--- src/rtl/esdi_pkg.sv ---
// Shared types and constants for the ESDI serial command/status responder.
package esdi_pkg;

    localparam int FRAME_BITS = 17;

    localparam logic [3:0] OP_REQ_STATUS = 4'h0;
    localparam logic [3:0] OP_REQ_CONFIG = 4'h1;

    typedef enum logic [3:0] {
        S_IDLE,
        S_RX_REQ,
        S_RX_REL,
        S_CHECK,
        S_EXEC,
        S_TX_SETUP,
        S_TX_REL,
        S_TX_REQ,
        S_DONE
    } state_t;

    // Parity bit that makes the 17-bit frame contain an odd number of ones.
    function automatic logic odd_parity(input logic [15:0] word);
        return ~^word;
    endfunction

endpackage

--- src/rtl/esdi_sync.sv ---
// Flop-chain synchronizer for one asynchronous ESDI input.
module esdi_sync #(
    parameter int STAGES = 2
) (
    input  logic clk,
    input  logic resetn,
    input  logic d,
    output logic q
);

    logic [STAGES-1:0] chain;

    // NOTE: reset is sampled inside the clocked block, so it only acts on an edge.
    always_ff @(posedge clk) begin
        if (!resetn) begin
            chain <= '0;
        end else begin
            chain <= {chain[STAGES-2:0], d};
        end
    end

    assign q = chain[STAGES-1];

endmodule

--- src/rtl/esdi_serial_responder.sv ---
// Drive-side ESDI serial channel: receives 17-bit commands over the REQ/ACK
// handshake and returns 17-bit status/config frames for the local drive model.
module esdi_serial_responder
    import esdi_pkg::*;
#(
    parameter int SYNC_STAGES  = 2,
    parameter int SETUP_CYCLES = 4,
    parameter int BIT_TIMEOUT  = 50000
) (
    input  logic        clk,
    input  logic        resetn,
    input  logic        esdi_transfer_req,
    input  logic        esdi_command_data,
    output logic        esdi_transfer_ack,
    output logic        esdi_confstat_data,
    output logic        esdi_command_complete,
    output logic        esdi_attention,
    output logic        cmd_valid,
    output logic [15:0] cmd_word,
    output logic        cmd_needs_data,
    input  logic        exec_done,
    input  logic [15:0] exec_status,
    output logic        parity_err,
    output logic        busy
);

    localparam int SC_W = $clog2(SETUP_CYCLES) + 1;
    localparam logic [SC_W-1:0] SETUP_LAST   = SC_W'(SETUP_CYCLES - 1);
    localparam logic [15:0]     TIMEOUT_LAST = 16'(BIT_TIMEOUT - 1);
    localparam logic [4:0]      LAST_BIT     = 5'(FRAME_BITS - 1);

    logic req_s, data_s;

    esdi_sync #(.STAGES(SYNC_STAGES)) u_sync_req (
        .clk(clk), .resetn(resetn), .d(esdi_transfer_req), .q(req_s)
    );
    esdi_sync #(.STAGES(SYNC_STAGES)) u_sync_data (
        .clk(clk), .resetn(resetn), .d(esdi_command_data), .q(data_s)
    );

    state_t            state;
    logic [16:0]       rx_shift;
    logic [16:0]       tx_shift;
    logic [4:0]        bit_cnt;
    logic [SC_W-1:0]   setup_cnt;
    logic [15:0]       timeout_cnt;
    logic              timeout_armed;
    logic              timeout_hit;

    // Only a host stall mid-frame is timed; an idle channel may wait forever.
    assign timeout_armed = (state == S_RX_REQ && bit_cnt != 5'd0) || (state == S_TX_REQ);
    assign timeout_hit   = timeout_armed && !req_s && (timeout_cnt == TIMEOUT_LAST);

    assign busy           = (state != S_IDLE);
    assign cmd_needs_data = (cmd_word[15:12] == OP_REQ_STATUS) ||
                            (cmd_word[15:12] == OP_REQ_CONFIG);

    // NOTE: all state here is updated with <= so every branch reads pre-edge values.
    always_ff @(posedge clk) begin
        if (!resetn) begin
            state                 <= S_IDLE;
            rx_shift              <= '0;
            tx_shift              <= '0;
            bit_cnt               <= '0;
            setup_cnt             <= '0;
            timeout_cnt           <= '0;
            esdi_transfer_ack     <= 1'b0;
            esdi_confstat_data    <= 1'b0;
            esdi_command_complete <= 1'b1;
            esdi_attention        <= 1'b0;
            cmd_valid             <= 1'b0;
            cmd_word              <= '0;
            parity_err            <= 1'b0;
        end else begin
            cmd_valid  <= 1'b0;
            parity_err <= 1'b0;

            if (timeout_armed && !req_s) begin
                timeout_cnt <= timeout_cnt + 16'd1;
            end else begin
                timeout_cnt <= '0;
            end

            if (timeout_hit) begin
                state                 <= S_IDLE;
                bit_cnt               <= '0;
                esdi_attention        <= 1'b1;
                esdi_transfer_ack     <= 1'b0;
                esdi_confstat_data    <= 1'b0;
                esdi_command_complete <= 1'b1;
            end else begin
                case (state)
                    S_IDLE, S_RX_REQ: begin
                        if (req_s) begin
                            rx_shift          <= {rx_shift[15:0], data_s};
                            esdi_transfer_ack <= 1'b1;
                            state             <= S_RX_REL;
                        end
                    end
                    S_RX_REL: begin
                        if (!req_s) begin
                            esdi_transfer_ack <= 1'b0;
                            bit_cnt           <= bit_cnt + 5'd1;
                            state             <= (bit_cnt == LAST_BIT) ? S_CHECK : S_RX_REQ;
                        end
                    end
                    S_CHECK: begin
                        bit_cnt <= '0;
                        if (odd_parity(rx_shift[16:1]) == rx_shift[0]) begin
                            cmd_valid             <= 1'b1;
                            cmd_word              <= rx_shift[16:1];
                            esdi_attention        <= 1'b0;
                            esdi_command_complete <= 1'b0;
                            state                 <= S_EXEC;
                        end else begin
                            parity_err     <= 1'b1;
                            esdi_attention <= 1'b1;
                            state          <= S_IDLE;
                        end
                    end
                    S_EXEC: begin
                        // cmd_valid still high means the drive model has not seen the command yet.
                        if (exec_done && !cmd_valid) begin
                            if (cmd_needs_data) begin
                                tx_shift <= {exec_status, odd_parity(exec_status)};
                                state    <= S_TX_REQ;
                            end else begin
                                state <= S_DONE;
                            end
                        end
                    end
                    S_TX_REQ: begin
                        if (req_s) begin
                            esdi_confstat_data <= tx_shift[16];
                            tx_shift           <= {tx_shift[15:0], 1'b0};
                            setup_cnt          <= '0;
                            state              <= S_TX_SETUP;
                        end
                    end
                    S_TX_SETUP: begin
                        if (setup_cnt == SETUP_LAST) begin
                            esdi_transfer_ack <= 1'b1;
                            state             <= S_TX_REL;
                        end else begin
                            setup_cnt <= setup_cnt + 1'b1;
                        end
                    end
                    S_TX_REL: begin
                        if (!req_s) begin
                            esdi_transfer_ack <= 1'b0;
                            bit_cnt           <= bit_cnt + 5'd1;
                            state             <= (bit_cnt == LAST_BIT) ? S_DONE : S_TX_REQ;
                        end
                    end
                    S_DONE: begin
                        esdi_command_complete <= 1'b1;
                        esdi_confstat_data    <= 1'b0;
                        esdi_transfer_ack     <= 1'b0;
                        bit_cnt               <= '0;
                        state                 <= S_IDLE;
                    end
                    default: state <= S_IDLE;
                endcase
            end
        end
    end

endmodule
--- config.mk ---
export PLATFORM = sky130hd
export DESIGN_NAME = esdi_serial_responder
export DESIGN_NICKNAME = d
export VERILOG_FILES = /design/src/rtl/esdi_pkg.sv /design/src/rtl/esdi_sync.sv /design/src/rtl/esdi_serial_responder.sv
export SDC_FILE = /design/constraint.sdc
export NUM_CORES = 1
export LEC_CHECK = 0
export ABC_AREA = 1
export CELL_PAD_IN_SITES_DETAIL_PLACEMENT = 1
export CELL_PAD_IN_SITES_GLOBAL_PLACEMENT = 1
export CORE_MARGIN = 5
export CORE_UTILIZATION = 41
export DETAILED_ROUTE_END_ITERATION = 8
export DONT_BUFFER_PORTS = 1
export GPL_TIMING_DRIVEN = 0
export PLACE_DENSITY = 0.79
export SYNTH_ARGS = -nofsm -noshare
export SYNTH_HDL_FRONTEND = slang
export SYNTH_SLANG_ARGS = --single-unit
--- constraint.sdc ---
create_clock -name clk -period 1.54 [get_ports clk]
set_input_delay 0.077 -clock clk [delete_from_list [all_inputs] [get_ports clk]]
set_output_delay 0.077 -clock clk [all_outputs]
set_load 0.02 [all_outputs]
==> reports/results.tsv <==
stage	metric	value	unit
status	outcome	finished with violations	
status	failing checks	negative setup slack	
clock_tree	CTS tree	done	
setup_path	crit-path max FO	6	
sta	setup violators final	64	
final_layout	Util after Layout	60.9	%
final_layout	Syn-to-layout area delta	47.4	%
yosys	Mapped Nets	618	
setup_path	crit start category	flop	
route	1st-iter DRT viols	240	
clock_tree	clk root buf	clkbuf_8	
floorplan	Die X	111	um
pwr	maximum vdd drop	0.491	mV
yosys	Mapped Cells	592	
route	met2 WL	8.87	mm
global_route	grt ovf	0	
pwr	P_leak	0.00249	uW
route	routed len/inst	20.4	um
yosys	Mapped Area	4190	um^2
route	DR pass1 iterations	4	
floorplan	Die Span Y	111	um
floorplan	row count	37	
yosys	post-synthesis sequential area ratio	42.1	%
clock_tree	worst skew pair latency	0.39	ns
yosys	post-synth cell types	34	
clock_tree	total CTS buffers	9	
placed_design	gpl congestion	0.860	
setup_path	CP endpoint kind	flop	
clock_tree	H-tree depth	3	
setup_path	Crit path required time	1.85	ns
final_layout	layout cells sized above 1	44.5	%
sta	Hold Fails Final Rpt	0	
worst_hold_path	Min-Delay Path Class	in -> reg	
global_route	largest net degree at the start of global routing	17	
setup_path	Worst path max stage delay	0.44	ns
setup_path	CP dominant cell by count	nand2_2	
route	DR vias	4459	
clock_tree	worst-case clock buffer depth	2	
setup_path	CP Class	reg -> reg	
global_route	first-pass GRT wire length	22.6	mm
placed_design	hpwl dp	8.75	mm
sta	Max-slew headroom	42.5	%
floorplan	Initial Utilization	41.3	%
sta	Final Slew Violations	0	
placed_design	Buffers on Ports	0	
yosys	Synth warnings	0	
global_route	gr usage total	22.5	%
route	Detail Route Antenna Nets	0	
sta	Fmax achieved	0.542	GHz
setup_path	Crit path arrival time	2.16	ns
global_route	initial antenna violation count	0	
sta	RSZ-0062 raised after global routing	true	
route	WL final	16.6	mm
route	vias per inst	5.48	
sta	period utilization	120	%
sta	Worst Skew	0.0151	ns
route	routed length on met1	6.26	mm
sta	setup ws final	-0.305	ns
flow_run	max_cap viols	0	
setup_path	slowest cell on the critical path	nor3_4	
route	uppermost routed layer	met4	
final_layout	# nets final	698	
pwr	Pwr Total	5310	uW
sta	fin crit period	1.84	ns
clock_tree	clk sinks	88	
setup_path	cells along the critical path	nor3_4, nand2_2, nand2_2, inv_2, nor2_4, buf_6, o21ai_1, a31oi_1	
clock_tree	Reg clk slew, reported paths	0.11	ns
pwr	P per Cell Area	859	nW/um^2
yosys	synthesized area per cell	7.08	um^2
floorplan	area of the core	10100	um^2
route	met3 WL	836	um
sta	worst-margin pin slew	0.863	ns
final_layout	n_diodes	0	
floorplan	I/O pins	45	
global_route	vias in the first global route	4572	
floorplan	Die ar.	12300	um^2
yosys	Yosys reg bits	88	
route	number of remaining DRC errors	0	
-- cells in the mapped netlist --
master / number / area share (%)
buf_2: 5 / 0.60
a31oi_1: 17 / 2.5
nand3b_1: 3 / 0.54
nor3b_2: 1 / 0.30
nand3_1: 36 / 4.3
dfxtp_1: 88 / 42
o21ai_1: 10 / 1.2
nor2_1: 31 / 2.8
nand4_1: 9 / 1.3
o211ai_1: 1 / 0.18
buf_4: 4 / 0.72
ha_1: 5 / 1.5
o21a_1: 2 / 0.36
nor3_2: 2 / 0.48
nand2_2: 2 / 0.30
inv_2: 6 / 0.54
nand3_2: 3 / 0.72
nor3_1: 3 / 0.36
a21oi_1: 51 / 6.1
nor4_1: 2 / 0.30
clkinv_1: 1 / 0.090
nor2_2: 3 / 0.45
xor2_1: 9 / 1.9
a211oi_1: 3 / 0.54
o21ai_0: 29 / 3.5
buf_6: 1 / 0.27
nand2_1: 172 / 15
xnor2_1: 13 / 2.7
inv_1: 62 / 5.6
clkbuf_1: 11 / 0.99
nor2_4: 2 / 0.54
o211a_1: 1 / 0.24
nor3b_1: 3 / 0.54
or2_2: 1 / 0.15
-- cells in the final DEF (no fill, tap or decap), types with 3 or more instances in the layout --
| cell type | n |
|---|---|
| o21ai_0 | 20 |
| inv_2 | 23 |
| ha_1 | 3 |
| nor2_1 | 18 |
| xnor2_1 | 12 |
| nand4_1 | 9 |
| o21ai_2 | 5 |
| nor3_4 | 3 |
| dlygate4sd3_1 | 18 |
| buf_6 | 12 |
| a21oi_2 | 19 |
| a31oi_1 | 16 |
| buf_4 | 44 |
| a21oi_1 | 32 |
| nand3b_1 | 3 |
| dfxtp_4 | 20 |
| nand2_4 | 18 |
| nand2_1 | 103 |
| nor3b_2 | 3 |
| nor2_2 | 3 |
| nand3_4 | 12 |
| nand2_2 | 53 |
| inv_4 | 5 |
| dfxtp_2 | 9 |
| inv_6 | 4 |
| buf_12 | 3 |
| nand3_1 | 7 |
| nor2_4 | 15 |
| a211oi_2 | 3 |
| clkbuf_1 | 9 |
| o21ai_1 | 14 |
| xor2_1 | 8 |
| inv_1 | 40 |
| dfxtp_1 | 59 |
| clkbuf_8 | 9 |
| nand3_2 | 20 |
-- worst max-delay path: cells and delay by family (launching register included) --
kind	cells	cell delay [ns]
flip-flops	1	0.40
buffers and inverters	2	0.23
AO/OA/AOI/OAI	2	0.23
AND/OR/NAND/NOR	4	0.90
-- logic make-up (layout without fill, tap and decap cells) --
group / Yosys count / count (layout) / synth area share (%)
fa+ha+maj: 5 / 5 / 1.49
compound gates: 114 / 114 / 14.6
buf+inv: 90 / 175 / 8.75
flops: 88 / 88 / 42.1
xor+xnor: 22 / 22 / 4.60
simple gates: 273 / 273 / 28.5
-- report_power, final --
group          switching [uW]  leakage, uW  internal (uW)
clock network             957    0.0000983            775
logic                     716      0.00166            470
registers                79.5     0.000731           2310
total                    1750      0.00249           3550
-- layout make-up --
class | count | area, um^2
sequential | 88 | 1850
buffer | 20 | 138
clock buffer | 10 | 128
tap | 136 | 170
fill | 1171 | 3960
timing repair buffer | 70 | 646
inverter | 69 | 272
multi-input combinational | 414 | 2900
clock inverter | 6 | 72.6
-- metal layers --
metal	track usage, %	vias up
met2	42.6	124
met1	24.5	2198
met3	5.08	49
met5	0	-
met4	8.11	0
li1	-	2088
-- metrics by stage --
stage	setup TNS, ns	setup slack, ns	instances	hold WS, ns	cell area (um^2)
floorplan	-0.0204	-0.0204	592	0.175	4200
global placement	-13.06	-0.336	728	0.176	4370
detailed placement	-17.60	-0.402	728	0.189	4370
CTS	-6.74	-0.261	797	0.253	5510
global route	-15.24	-0.380	813	0.360	6170
finish	-10.15	-0.305	813	0.331	6170
-- what timing repair did --
item,CTS,global route
endpoints found under the hold margin,18,0
hold buffers,18,0
pin swaps,41,66
resized for setup,145,181
setup buffers,32,17
endpoints found under the setup margin,84,84
cloned,4,1
-- final timing paths --
path                       start                  end  slack [ns]  depth (start not counted)
min reg2reg  u_sync_req.chain[0]  u_sync_req.chain[1]        0.46                          2
min               exec_status[0]          tx_shift[0]        0.33                          7
max reg2reg         cmd_word[14]         tx_shift[16]       -0.30                          8
max                 cmd_word[14]         tx_shift[16]       -0.30                          8
-- registers in the layout (all words and copies together) (netlist names) --
signal and flops:
esdi_attention 1, state 4, setup_cnt 3, cmd_valid 1
esdi_command_complete 1, u_sync_data.chain 2, u_sync_req.chain 2, parity_err 1
cmd_word 16, esdi_confstat_data 1, esdi_transfer_ack 1, tx_shift 17
bit_cnt 5, timeout_cnt 16, rx_shift 17
Power figures use the tool's default switching activity.
